$ cat src/rtl/deadtime_gen.sv
`default_nettype none
// ============================================================================
//  Module      : deadtime_gen
//  Description : Multi-phase non-overlap / dead-time generator. Each phase
//                blanks both gate drives for dead_time+1 cycles whenever its
//                high/low command changes. Simultaneous high+low requests are
//                treated as "off" and latch a sticky shoot-through fault.
//  Revision    : 1.0  initial release
// ============================================================================
module deadtime_gen #(
  parameter int NUM_PH = 3,
  parameter int DT_W   = 5
) (
  input  logic              clk,
  input  logic              rst_n,
  input  logic              en,
  input  logic [DT_W-1:0]   dead_time,
  input  logic [NUM_PH-1:0] high_in,
  input  logic [NUM_PH-1:0] low_in,
  input  logic              clr_fault,
  output logic [NUM_PH-1:0] high_out,
  output logic [NUM_PH-1:0] low_out,
  output logic [NUM_PH-1:0] in_dead,
  output logic              shoot_fault
);

  typedef enum logic [1:0] {
    REQ_NONE = 2'd0,
    REQ_H    = 2'd1,
    REQ_L    = 2'd2
  } req_t;

  typedef enum logic {
    ST_DEAD  = 1'b0,
    ST_DRIVE = 1'b1
  } state_t;

  logic [NUM_PH-1:0] w_pair_req;
  logic              shoot_fault_q;

  assign w_pair_req  = high_in & low_in;
  assign shoot_fault = shoot_fault_q;

  genvar gi;
  generate
    for (gi = 0; gi < NUM_PH; gi++) begin : g_ph
      req_t            req_d;
      req_t            req_q;
      state_t          state_q;
      logic [DT_W-1:0] cnt_q;
      logic            high_q;
      logic            low_q;

      // Decode the raw pin pair into a single request; a conflicting pair
      // is treated as "both off".
      always_comb begin
        req_d = REQ_NONE;
        if (high_in[gi] && !low_in[gi]) begin
          req_d = REQ_H;
        end else if (low_in[gi] && !high_in[gi]) begin
          req_d = REQ_L;
        end
      end

      // Per-phase blanking FSM: any change (or disable) reloads the dead-time
      // counter and kills both drives; drive resumes once the count expires.
      always_ff @(posedge clk or negedge rst_n) begin
        if (!rst_n) begin
          req_q   <= REQ_NONE;
          cnt_q   <= '1;
          state_q <= ST_DEAD;
          high_q  <= 1'b0;
          low_q   <= 1'b0;
        end else if (!en || (req_d != req_q)) begin
          high_q  <= 1'b0;
          low_q   <= 1'b0;
          state_q <= ST_DEAD;
          cnt_q   <= dead_time;
          req_q   <= req_d;
        end else if (state_q == ST_DEAD) begin
          if (cnt_q != '0) begin
            cnt_q <= cnt_q - DT_W'(1);
          end else begin
            state_q <= ST_DRIVE;
            high_q  <= (req_d == REQ_H);
            low_q   <= (req_d == REQ_L);
          end
        end
      end

      assign high_out[gi] = high_q;
      assign low_out[gi]  = low_q;
      assign in_dead[gi]  = (state_q == ST_DEAD);
    end
  endgenerate

  // Sticky shoot-through flag; a live conflicting request wins over clear.
  always_ff @(posedge clk or negedge rst_n) begin
    if (!rst_n) begin
      shoot_fault_q <= 1'b0;
    end else if (en && (|w_pair_req)) begin
      shoot_fault_q <= 1'b1;
    end else if (clr_fault) begin
      shoot_fault_q <= 1'b0;
    end
  end

endmodule
`default_nettype wire

$ cat config.mk
export PLATFORM = sky130hd
export DESIGN_NAME = deadtime_gen
export DESIGN_NICKNAME = d
export VERILOG_FILES = /design/src/rtl/deadtime_gen.sv
export SDC_FILE = /design/constraint.sdc
export NUM_CORES = 1
export LEC_CHECK = 0
export BUFFER_PORTS_ARGS = -buffer_cell sky130_fd_sc_hd__buf_2
export CORE_MARGIN = 1.5
export CORE_UTILIZATION = 30
export CTS_CLUSTER_DIAMETER = 200
export CTS_CLUSTER_SIZE = 8
export DETAILED_ROUTE_END_ITERATION = 8
export GPL_TIMING_DRIVEN = 0
export PLACE_DENSITY = 0.47
export SYNTH_ARGS = -nofsm -noshare
export SYNTH_HDL_FRONTEND = slang
export SYNTH_SLANG_ARGS = --single-unit
$ cat constraint.sdc
create_clock -name clk -period 3.2 [get_ports clk]
set_input_delay 0.32 -clock clk [delete_from_list [all_inputs] [get_ports clk]]
set_output_delay 0.32 -clock clk [all_outputs]
set_load 0.005 [all_outputs]
# [Yosys cells after proc, flatten, opt, wreduce, memory -nomap -nowiden]
# Index checks and enable logic that the tools add are counted.
[op_classes] addsub=3 n_eq_ne=15 muxes=44 bitwise_logic=4 n_reduce_logical=31
[ops] operator="$mux 5" n=9
[ops] operator="$mux 1" n=29
[ops] operator="$reduce_bool 5->1" n=3
[ops] operator="$sub 5x1->5 const B" n=3
[ops] operator="$mux 2" n=6
[ops] operator="$reduce_and 2->1" n=6
[ops] operator="$reduce_bool 2->1" n=4
[ops] operator="$logic_and 1x1->1" n=7
[ops] operator="$logic_not 1->1" n=7
[ops] operator="$eq 2x1->1 const B" n=3
[ops] operator="$eq 2x2->1 const B" n=3
[ops] operator="$ne 2x1->1 const B" n=3
[ops] operator="$ne 2x2->1" n=3
[ops] operator="$ne 2x2->1 const B" n=3
[ops] operator="$and 3x3->3" n=1
[ops] operator="$logic_or 1x1->1" n=3
[ops] operator="$not 1->1" n=3
[ops] operator="$reduce_or 3->1" n=1
[totals] regBits=31 inputBits=15 out_inout_bits=10 word_cells=113

# [Logic depth before layout (Yosys ltp)]
[depth] ltp_word=8 depth_mapped=6 ltp_nobuf=6

# [Least setup slack after synthesis]
# Ideal clock, no wire load.
[synth_timing] path_type="flip-flop to flip-flop" startpoint="register g_ph[2].cnt_q[0]" endpoint="register g_ph[2].cnt_q[1]" setup_ps=82 t_arrival_ps=1520 required_time_ps=3118 setup_slack_ps=1598 path_stages_with_launch=7 n_path_buf=0 period_less_slack_ps=1602 cell_sequence="dfstp_2 inv_1 ha_1 nor4b_1 nor2_1 mux2i_1 mux2_2"
[synth_via] elab_chain_cells=4 word_cells_on_any_way=7 classes_between="add/sub: 1; mux: 3; reduce/logical: 3"
[synth_lines] element="start, declared" line_no="50" rtl="logic [DT_W-1:0] cnt_q;"
[synth_lines] element="start signal, assigned" line_no="78" rtl="cnt_q <= dead_time;"
[synth_lines] element="start signal, assigned" line_no="82" rtl="cnt_q <= cnt_q - DT_W'(1);"
[synth_lines] element="$sub 5x1->5" line_no="82"
[synth_lines] element="$mux 5" line_no="81" rtl="if (cnt_q != '0) begin"
[synth_lines] element="$mux 5" line_no="80" rtl="end else if (state_q == ST_DEAD) begin"
[synth_lines] element="$mux 5" line_no="74" rtl="end else if (!en || (req_d != req_q)) begin"
# Several ways; a longest one is shown, not always the timed one. The select of a mux whose other input is x is not followed.
# A chain may end at the register's enable or synchronous reset.

# [Worst setup path after layout]
[layout_timing] startpoint="register g_ph[0].cnt_q[0]" endpoint="register g_ph[0].cnt_q[0]"
[layout_via] elab_chain_cells=4 word_cells_on_any_way=7 classes_between="add/sub: 1; mux: 3; reduce/logical: 3"
[layout_lines] element="start, declared" line_no="50"
[layout_lines] element="start signal, assigned" line_no="78"
[layout_lines] element="start signal, assigned" line_no="82"
[layout_lines] element="$sub 5x1->5" line_no="82"
[layout_lines] element="$mux 5" line_no="81"
[layout_lines] element="$mux 5" line_no="80"
[layout_lines] element="$mux 5" line_no="74"
# Several ways; a longest one is shown, not always the timed one. The select of a mux whose other input is x is not followed.

==> results.toml <==
[placement]
io_buffers = 24
hpwl_mm = 2.39
place.gp.congestion = 0.792

[clocking]
ctsHoldBuffers = 0
postCtsSetupBuffers = 0
clk_latency_ns = 0.27
cts.path.max_buffers = 2
h-tree-depth = 2
cts_tree = "done"
cts_buffers = 5
path_clk_slew_ns = 0.06
cts_sinks = 31
clockRootBuffer = "clkbuf_8"
postCtsResizedCells = 0

[timing]
fin_skew_ns = 0.00592
maxSlewHeadroom = 0.533
hold_slack_ns = 0.0934
finalSetupTns_ns = 0
slew_violations = 0
fmax_mhz = 555
finalHoldViolCount = 0
grt_setup_unrepaired = "false"
period_needed_ns = 1.80
setup_viol = 0
worst_slew_pin_slew_ns = 0.701
period_share = 0.564

[floorplan]
initial_utilization = 0.310
core_area_sq_um = 5510
dieHeight_um = 78.5
num_rows = 27
die_x_um = 78.5
die_area_sq_um = 6150
io_pins = 25

[global_routing]
antenna_found_initial = 0
busiest_layer = "met2"
grtUsageMet3 = 0.0337
grt_start_max_net_pins = 32
grt.met1_usage = 0.152
grt_usage = 0.116
use_met2 = 0.179
grt_pass1_vias = 1180
grt_pass1_wl_mm = 5.49
grt.overflow.total = 0

[detailed_routing]
firstDrtPassIters = 4
drc = 0
routed_via_density = 4.61
drt_iter0_markers = 20
antenna_left = 0
wl_mm = 3.21
wire_per_inst_um = 13.1
vias = 1134

[final_layout]
fill_cells = 550
multi_input_area_sq_um = 820
antenna_cells = 0
final_nets = 191
final_layout_size_suffix_gt1_frac = 0.443
area_growth_syn_to_layout_pct = 17.0
seq_area_sq_um = 795

[yosys]
synth_nets = 160
synth.avg_cell_area_sq_um = 12.0
ys.flop_type = "dfrtp_1"
syn_inst = 142
synth_seq_area_share = 0.465
yosysMostFrequentCell = "dfrtp_1"
synth_edf_count = 0
synth_area_leader_cell = "dfrtp_1"
synth_cell_types = 28
synth-async-reset-ratio = 1.00
netlist_area_sq_um = 1710
synth_common_cells = "dfrtp_1 (16), dfstp_2 (15), mux2_2 (15)"
synth_top_area_share = 0.234
ys_seq_elements = 31
yosys-top-cells-area = "dfrtp_1 (23%), dfstp_2 (23%), mux2_2 (9.9%), mux2i_1 (5.3%), o31ai_4 (3.7%)"
yosysWarnings = 0

[critical_path]
r2r_cells = 6
worstSetupStartpointType = "register"
arrival_ns = 2.00
crit_required_ns = 3.40
path_max_fanout = 3
r2r_start = "g_ph[0].cnt_q[0]"
timing.reg2reg.setup_slack_ns = 1.40
crit_type = "reg -> reg"
worstReg2RegEnd = "g_ph[0].cnt_q[0]"
endpoint_kind = "register"

[power_and_ir_drop]
p_sw_frac = 0.255
power_frac_comb = 0.166
clkPwrFrac = 0.322
pwr-share-seq = 0.512
leakage_nw = 0.864
max-vdd-ir-drop_uv = 260
power_uw = 893
powerDensity_nw_per_um2 = 447
power_switching_uw = 228
p_int_uw = 665

[min_path]
hold_class = "in -> async"

[status]
outcome = "finished, final reports clean"

[flow_run]
drv_cap = 0
## layer usage
metal	vias up	part of all wire	wire, um
met5	-	0	0
met2	20	0.47	1520
met3	4	0.039	125
met4	0	0.0093	30
li1	560	-	-
met1	550	0.48	1540
## through the flow
step                       util  worst slack, ns  cells  cell area, sq um
final                     0.363             1.40    246              2000
after global routing      0.363             1.24    246              2000
after CTS                 0.363             1.37    246              2000
after detailed placement  0.348             1.39    238              1920
after global placement    0.348             1.44    238              1920
after floorplan               -             1.60    142              1710
## kinds of logic after synthesis
group | share of synthesized area
AO/OA/AOI/OAI | 0.0872
XOR/XNOR | 0.0410
adder cells (fa/ha/maj) | 0.0220
buffers and inverters | 0.0549
flip-flops | 0.465
multiplexers | 0.152
AND/OR/NAND/NOR | 0.178
## cell usage in the layout, fill, tap and decap left out
| master | netlist | final |
|---|---|---|
| and2b_1 | 1 | 1 |
| dfstp_2 | 15 | 15 |
| clkbuf_8 | 0 | 5 |
| o31ai_1 | 2 | 2 |
| nor2_1 | 14 | 14 |
| xnor2_1 | 6 | 6 |
| and2b_2 | 1 | 1 |
| inv_1 | 13 | 13 |
| xor2_1 | 2 | 2 |
| nor2b_4 | 3 | 3 |
| mux2i_1 | 9 | 9 |
| clkbuf_1 | 0 | 3 |
| a222oi_1 | 1 | 1 |
| ha_1 | 3 | 3 |
| nor3b_1 | 1 | 1 |
| dfrtp_1 | 16 | 16 |
| a22o_1 | 2 | 2 |
| o21ai_0 | 2 | 2 |
| and3b_4 | 3 | 3 |
| nor2b_1 | 2 | 2 |
| nor4_1 | 7 | 7 |
| buf_2 | 0 | 24 |
| or4_1 | 3 | 3 |
| o22ai_1 | 1 | 1 |
| o31a_1 | 3 | 3 |
| nand2b_1 | 3 | 3 |
| nor3b_2 | 2 | 2 |
| nor4b_1 | 3 | 3 |
| buf_4 | 6 | 6 |
| o31ai_4 | 3 | 3 |
| mux2_2 | 15 | 15 |
## worst max-delay path: stages (launching register included)
cell	delay (ns)
dfstp_2	0.37
inv_1	0.08
ha_1	0.20
nor4b_1	0.47
nor2_1	0.19
xnor2_1	0.16
mux2_2	0.26
## how the worst max path moves through the flow
stage / to / slack (ns) / startpoint
global route: g_ph[0].cnt_q[0] / 1.24 / g_ph[0].cnt_q[0]
finish: g_ph[0].cnt_q[0] / 1.40 / g_ph[0].cnt_q[0]
detailed placement: g_ph[0].cnt_q[0] / 1.39 / g_ph[0].cnt_q[0]
CTS: g_ph[0].cnt_q[0] / 1.37 / g_ph[0].cnt_q[0]
global placement: g_ph[0].cnt_q[0] / 1.44 / g_ph[0].cnt_q[0]
floorplan: g_ph[2].cnt_q[1] / 1.60 / g_ph[2].cnt_q[0]
## state kept, by name, summed over array words and instances, names as in the netlist
name / flops
g_ph.req_q: 6
g_ph.cnt_q: 15
g_ph.state_q: 3
shoot_fault: 1
g_ph.low_q: 3
g_ph.high_q: 3
## layout make-up
cell class                      count  share of cell area
Inverter                           13              0.0244
Clock buffer                        8              0.0401
Multi-Input combinational cell     92               0.410
Sequential cell                    31               0.398
Timing Repair Buffer               24              0.0601
Tap cell                           72              0.0451
Buffer                              6              0.0225
## power by group through the flow
stage / sequential (mW) / combinational [mW] / clock (mW)
6_report: 0.457 / 0.149 / 0.287
5_1_grt: 0.461 / 0.168 / 0.323
4_1_cts: 0.457 / 0.151 / 0.304
3_5_place_dp: 0.463 / 0.151 / 0
3_3_place_gp: 0.462 / 0.146 / 0
2_1_floorplan: 0.458 / 0.106 / 0
(Power assumes the default switching activity.)
